<file path="config.mk">
export PLATFORM = sky130hd
export DESIGN_NAME = data_bus_sync
export DESIGN_NICKNAME = d
export VERILOG_FILES = /design/src/rtl/data_bus_sync_pkg.sv /design/src/rtl/data_bus_sync_enable_sync_chain.sv /design/src/rtl/data_bus_sync.sv
export SDC_FILE = /design/constraint.sdc
export NUM_CORES = 1
export LEC_CHECK = 0
export BUFFER_PORTS_ARGS = -buffer_cell sky130_fd_sc_hd__buf_2
export CAP_MARGIN = 5
export CORE_MARGIN = 3
export CORE_UTILIZATION = 40
export DETAILED_ROUTE_END_ITERATION = 6
export GPL_ROUTABILITY_DRIVEN = 0
export PLACE_DENSITY = 0.72
export RECOVER_POWER = 50
export SLEW_MARGIN = 15
export SYNTH_ARGS = -nofsm -noshare
export SYNTH_HDL_FRONTEND = slang
export SYNTH_SLANG_ARGS = --single-unit
</file>
<file path="constraint.sdc">
create_clock -name clk -period 1.8 [get_ports clk]
set_clock_uncertainty 0.05 [all_clocks]
set_input_delay 0.18 -clock clk [delete_from_list [all_inputs] [get_ports clk]]
set_output_delay 0.18 -clock clk [all_outputs]
set_load 0.01 [all_outputs]
</file>
<file path="src/rtl/data_bus_sync_pkg.sv">
// Shared defaults and elaboration-time parameter checks for the bus synchronizer.
package data_bus_sync_pkg;

    localparam int unsigned SYNC_STG_DEFAULT  = 2;
    localparam int unsigned BUS_WIDTH_DEFAULT = 8;
    localparam int unsigned MIN_GAP_DEFAULT   = 4;
    localparam int unsigned CNT_W_DEFAULT     = 8;

    // Enables the parameter legality check in instantiating modules.
    localparam bit RANGE_CHECK = 1'b1;

    // Fewer than two stages cannot resolve metastability; a zero gap is meaningless.
    function automatic bit params_legal(input int unsigned num_stg,
                                        input int unsigned min_gap);
        return (num_stg >= 2) && (min_gap >= 1);
    endfunction

endpackage

</file>
<file path="src/rtl/data_bus_sync_enable_sync_chain.sv">
// Multi-flop synchronizer for a single asynchronous level signal.
module enable_sync_chain #(
    parameter int unsigned NUM_STG = 2
) (
    input  logic clk,
    input  logic rst,
    input  logic d,
    output logic q
);

    logic [NUM_STG-1:0] stg_q;

    // Shift the async level through NUM_STG flops; stage 0 is the only one allowed to go metastable.
    always_ff @(posedge clk) begin
        if (rst) begin
            stg_q <= '0;
        end else begin
            stg_q <= {stg_q[NUM_STG-2:0], d};
        end
    end

    assign q = stg_q[NUM_STG-1];

endmodule

</file>
<file path="src/rtl/data_bus_sync.sv">
// Destination-domain bus synchronizer: syncs the enable only, turns its rising edge into a
// one-cycle pulse that captures the quasi-static bus, counts transfers and flags overruns.
module data_bus_sync
    import data_bus_sync_pkg::*;
#(
    parameter int unsigned NUM_STG   = SYNC_STG_DEFAULT,
    parameter int unsigned BUS_WIDTH = BUS_WIDTH_DEFAULT,
    parameter int unsigned MIN_GAP   = MIN_GAP_DEFAULT,
    parameter int unsigned CNT_W     = CNT_W_DEFAULT
) (
    input  logic                 clk,
    input  logic                 rst,
    input  logic [BUS_WIDTH-1:0] unsync_bus,
    input  logic                 bus_enable,
    input  logic                 ovr_clr,
    output logic [BUS_WIDTH-1:0] sync_bus,
    output logic                 enable_pulse,
    output logic [CNT_W-1:0]     xfer_cnt,
    output logic                 ovr_flag
);

    localparam int unsigned GAP_W = $clog2(MIN_GAP + 1);

    if (RANGE_CHECK && !params_legal(NUM_STG, MIN_GAP)) begin : g_param_err
        $error("data_bus_sync: illegal NUM_STG=%0d or MIN_GAP=%0d", NUM_STG, MIN_GAP);
    end

    logic             en_s;
    logic             en_d;
    logic             en_rise;
    logic             gap_short;
    logic [GAP_W-1:0] gap_cnt;

    enable_sync_chain #(
        .NUM_STG (NUM_STG)
    ) u_enable_sync_chain (
        .clk (clk),
        .rst (rst),
        .d   (bus_enable),
        .q   (en_s)
    );

    assign en_rise   = en_s & ~en_d;
    assign gap_short = gap_cnt < GAP_W'(MIN_GAP);

    // Edge detect, capture, gap tracking, transfer count and sticky overrun flag.
    always_ff @(posedge clk) begin
        if (rst) begin
            en_d         <= 1'b0;
            sync_bus     <= '0;
            enable_pulse <= 1'b0;
            xfer_cnt     <= '0;
            ovr_flag     <= 1'b0;
            // Start saturated so the first edge after reset is never an overrun.
            gap_cnt      <= GAP_W'(MIN_GAP);
        end else begin
            en_d         <= en_s;
            enable_pulse <= en_rise;
            if (en_rise) begin
                sync_bus <= unsync_bus;
                xfer_cnt <= xfer_cnt + CNT_W'(1);
                gap_cnt  <= '0;
            end else if (gap_short) begin
                gap_cnt  <= gap_cnt + GAP_W'(1);
            end
            // A new overrun takes priority over a simultaneous clear.
            if (en_rise && gap_short) begin
                ovr_flag <= 1'b1;
            end else if (ovr_clr) begin
                ovr_flag <= 1'b0;
            end
        end
    end

endmodule
</file>
==> flow_metrics.tcl <==
set metrics [dict create \
    busiest_layer "met2" \
    tns_ns 0 \
    p_int_uw 798 \
    swShare_pct 20.5 \
    grt_start_max_net_pins 26 \
    syn_area_um2 902 \
    ir_drop_mv 0.534 \
    synth_top_area_share_pct 53.3 \
    gr-usage-met1_pct 15.5 \
    cp.arrival_ns 1.63 \
    h-tree-depth 1 \
    ys_warn_count 0 \
    ys_seq_elements 24 \
    rsz0062_at_grt "no" \
    crit_required_ns 1.96 \
    routed_wl_mm 1.77 \
    root_buffer "clkbuf_4" \
    grt_pass1_wl_mm 2.84 \
    start_util_pct 44.2 \
    n_fill_cell 221 \
    die_w_um 53.5 \
    hpwl_mm 1.25 \
    p_comb_share_pct 6.1 \
    drc 0 \
    drive_gt1_share_pct 16.8 \
    path_clk_slew_ns 0.13 \
    cts.sinks 24 \
    cts_tree "built" \
    syn-mean-instance-area_um2 9.02 \
    crit_type "flip-flop to flip-flop" \
    power.share.clock_pct 38.6 \
    powerDensity_nw_per_um2 903 \
    period_needed_ns 1.47 \
    hold_viol 0 \
    syn_inst 100 \
    ios 30 \
    grt_util_met2_pct 23.1 \
    die-area_um2 2860 \
    hp-class "input port to flip-flop" \
    port_buffers 29 \
    clockBufferDepth 2 \
    period_share_pct 81.5 \
    grt_pass1_vias 642 \
    synth_area_leaders "dfxtp_1 53%, nand2_1 7.9%, a21oi_1 7.2%, nor2b_1 4.2%, ha_1 2.8%" \
    wire_per_inst_um 11.2 \
    place_area_um2 1070 \
    antenna_found_initial 0 \
    ff2ff_path_depth 4 \
    critPathCaptureType "flip-flop" \
    fin_ws_ns 0.332 \
    cts_buffers 3 \
    run_status "finished clean" \
    grt_usage_pct 13.9 \
    slew_headroom_pct 66.3 \
    ff_latch_area_um2 480 \
    setup_viol 0 \
    synth_area_leader_cell "dfxtp_1" \
    viasPerCell 4.94 \
    use_met3_pct 6.20 \
    insertion_delay_ns 0.32 \
    synth_fp_nets 114 \
    leakagePower_uw 0.000434 \
    switchingPower_uw 205 \
    fmax_ghz 0.681 \
    post-place-ws_ns 0.437 \
    diodes 0 \
    crit_fanout 11 \
    r2r_slack_ns 0.33 \
    grt_overflow 0 \
    p_total_uw 1000 \
    die_height_um 53.5 \
    pwr-share-seq_pct 55.3 \
    fin_area_um2 1110 \
    syn_to_final_growth_pct 23.2 \
    worstMarginPinSlew_ns 0.506 \
    holdPathStages 3 \
    drt_iter0_drc 7 \
    crit_path_start_kind "flip-flop" \
    seq_area_frac_synth_pct 53.3 \
    antenna_left 0 \
    dr.pass1.iters 4 \
    cts_setup_buffers 0 \
    layout.nets 146 \
    hold_ws_ns 0.0242 \
    synth.distinct_cells 26 \
    fp-row-count 16 \
    core_um2 2040 \
    slew_violations 0 \
    multi_input_area_um2 387 \
    cap_violations 0 \
    vias 780 \
]
metrics by stage:
stage | utilization [%] | cells
floorplan | - | 100
global placement | 52.3 | 153
detailed placement | 52.3 | 153
CTS | 55.4 | 158
global route | 54.4 | 158
finish | 54.4 | 158
state kept, by name, indices dropped and copies added (netlist names):
signal                     count
sync_bus                       8
gap_cnt                        3
en_d                           1
ovr_flag                       1
u_enable_sync_chain.stg_q      2
xfer_cnt                       8
enable_pulse                   1
timing repair:
item | 4_1_cts | 5_1_grt
endpoints found under the hold margin | 1 | 0
hold buffers | 1 | 0
gates resized for setup | 0 | 0
endpoints found under the setup margin | 0 | 0
placed cells by master (no fill, tap or decap):
cell type | netlist | final
dfxtp_1 | 24 | 24
nand2_1 | 19 | 19
buf_2 | 1 | 16
clkbuf_1 | 3 | 14
a21oi_1 | 13 | 13
nor2b_1 | 6 | 6
nor2_1 | 5 | 5
clkbuf_4 | 0 | 3
xnor2_1 | 2 | 2
nor3_1 | 2 | 2
nand3_1 | 2 | 2
nand4_1 | 2 | 2
o31ai_1 | 2 | 2
or4_1 | 2 | 2
inv_1 | 2 | 2
o21ai_0 | 2 | 2
or3_1 | 2 | 2
ha_1 | 2 | 2
xor2_1 | 1 | 1
nand2b_1 | 1 | 1
o22ai_1 | 1 | 1
mux2i_1 | 1 | 1
o21bai_1 | 1 | 1
nand4b_1 | 1 | 1
mux2_2 | 1 | 1
nand3b_1 | 1 | 1
bufinv_16 | 0 | 1
dlygate4sd3_1 | 0 | 1
buf_4 | 0 | 1
synth_stat cells:
cell,number
dfxtp_1,24
or4_1,2
or3_1,2
mux2_2,1
o21bai_1,1
clkbuf_1,3
nor2_1,5
o21ai_0,2
xnor2_1,2
ha_1,2
o22ai_1,1
nand4_1,2
o31ai_1,2
nor3_1,2
a21oi_1,13
mux2i_1,1
nand2_1,19
xor2_1,1
inv_1,2
nand2b_1,1
nor2b_1,6
nand3_1,2
buf_2,1
nand3b_1,1
nand4b_1,1
buf_6,1
logic make-up after synthesis:
| kind of cell | count (synthesis) | synth area share (%) |
|---|---|---|
| flops | 24 | 53.3 |
| fa+ha+maj | 2 | 2.77 |
| buf+inv | 7 | 3.88 |
| mux | 2 | 2.36 |
| simple gates | 43 | 23.3 |
| xor+xnor | 3 | 2.91 |
| compound gates | 19 | 11.5 |
routing by layer:
metal	wire [µm]	vias up
met2	840	17
met5	0	-
met3	87	2
met1	831	354
met4	10	0
li1	-	407
layout make-up:
class | count | area share, %
Clock buffer | 3 | 2.03
Clock inverter | 1 | 2.70
Inverter | 2 | 0.676
Multi-Input combinational cell | 69 | 34.8
Sequential cell | 24 | 43.2
Tap cell | 27 | 3.04
Timing Repair Buffer | 32 | 13.5
power by group through the flow:
| stage | registers, µW | logic, µW | clock network (µW) |
|---|---|---|---|
| after floorplan | 569 | 32.1 | 0 |
| after global placement | 565 | 61.7 | 0 |
| after detailed placement | 566 | 62.6 | 0 |
| after CTS | 555 | 64.8 | 406 |
| after global routing | 557 | 68.9 | 419 |
| final | 554 | 61.4 | 387 |
worst max-delay path, cell delays in order (launching register included):
cell and delay, ns:
dfxtp_1 0.38, nand2b_1 0.21, clkbuf_1 0.43, o22ai_1 0.14
nor2b_1 0.15
worst paths after layout:
check	from	end
max	en_d$_SDFF_PP0_	ovr_flag$_SDFFE_PP0P_
min	unsync_bus[3]	sync_bus[3]$_SDFFE_PP0N_
max reg2reg	en_d$_SDFF_PP0_	ovr_flag$_SDFFE_PP0P_
min reg2reg	u_enable_sync_chain.stg_q[0]$_SDFF_PP0_	u_enable_sync_chain.stg_q[1]$_SDFF_PP0_
Note: power is estimated with default switching activity, not from simulation.
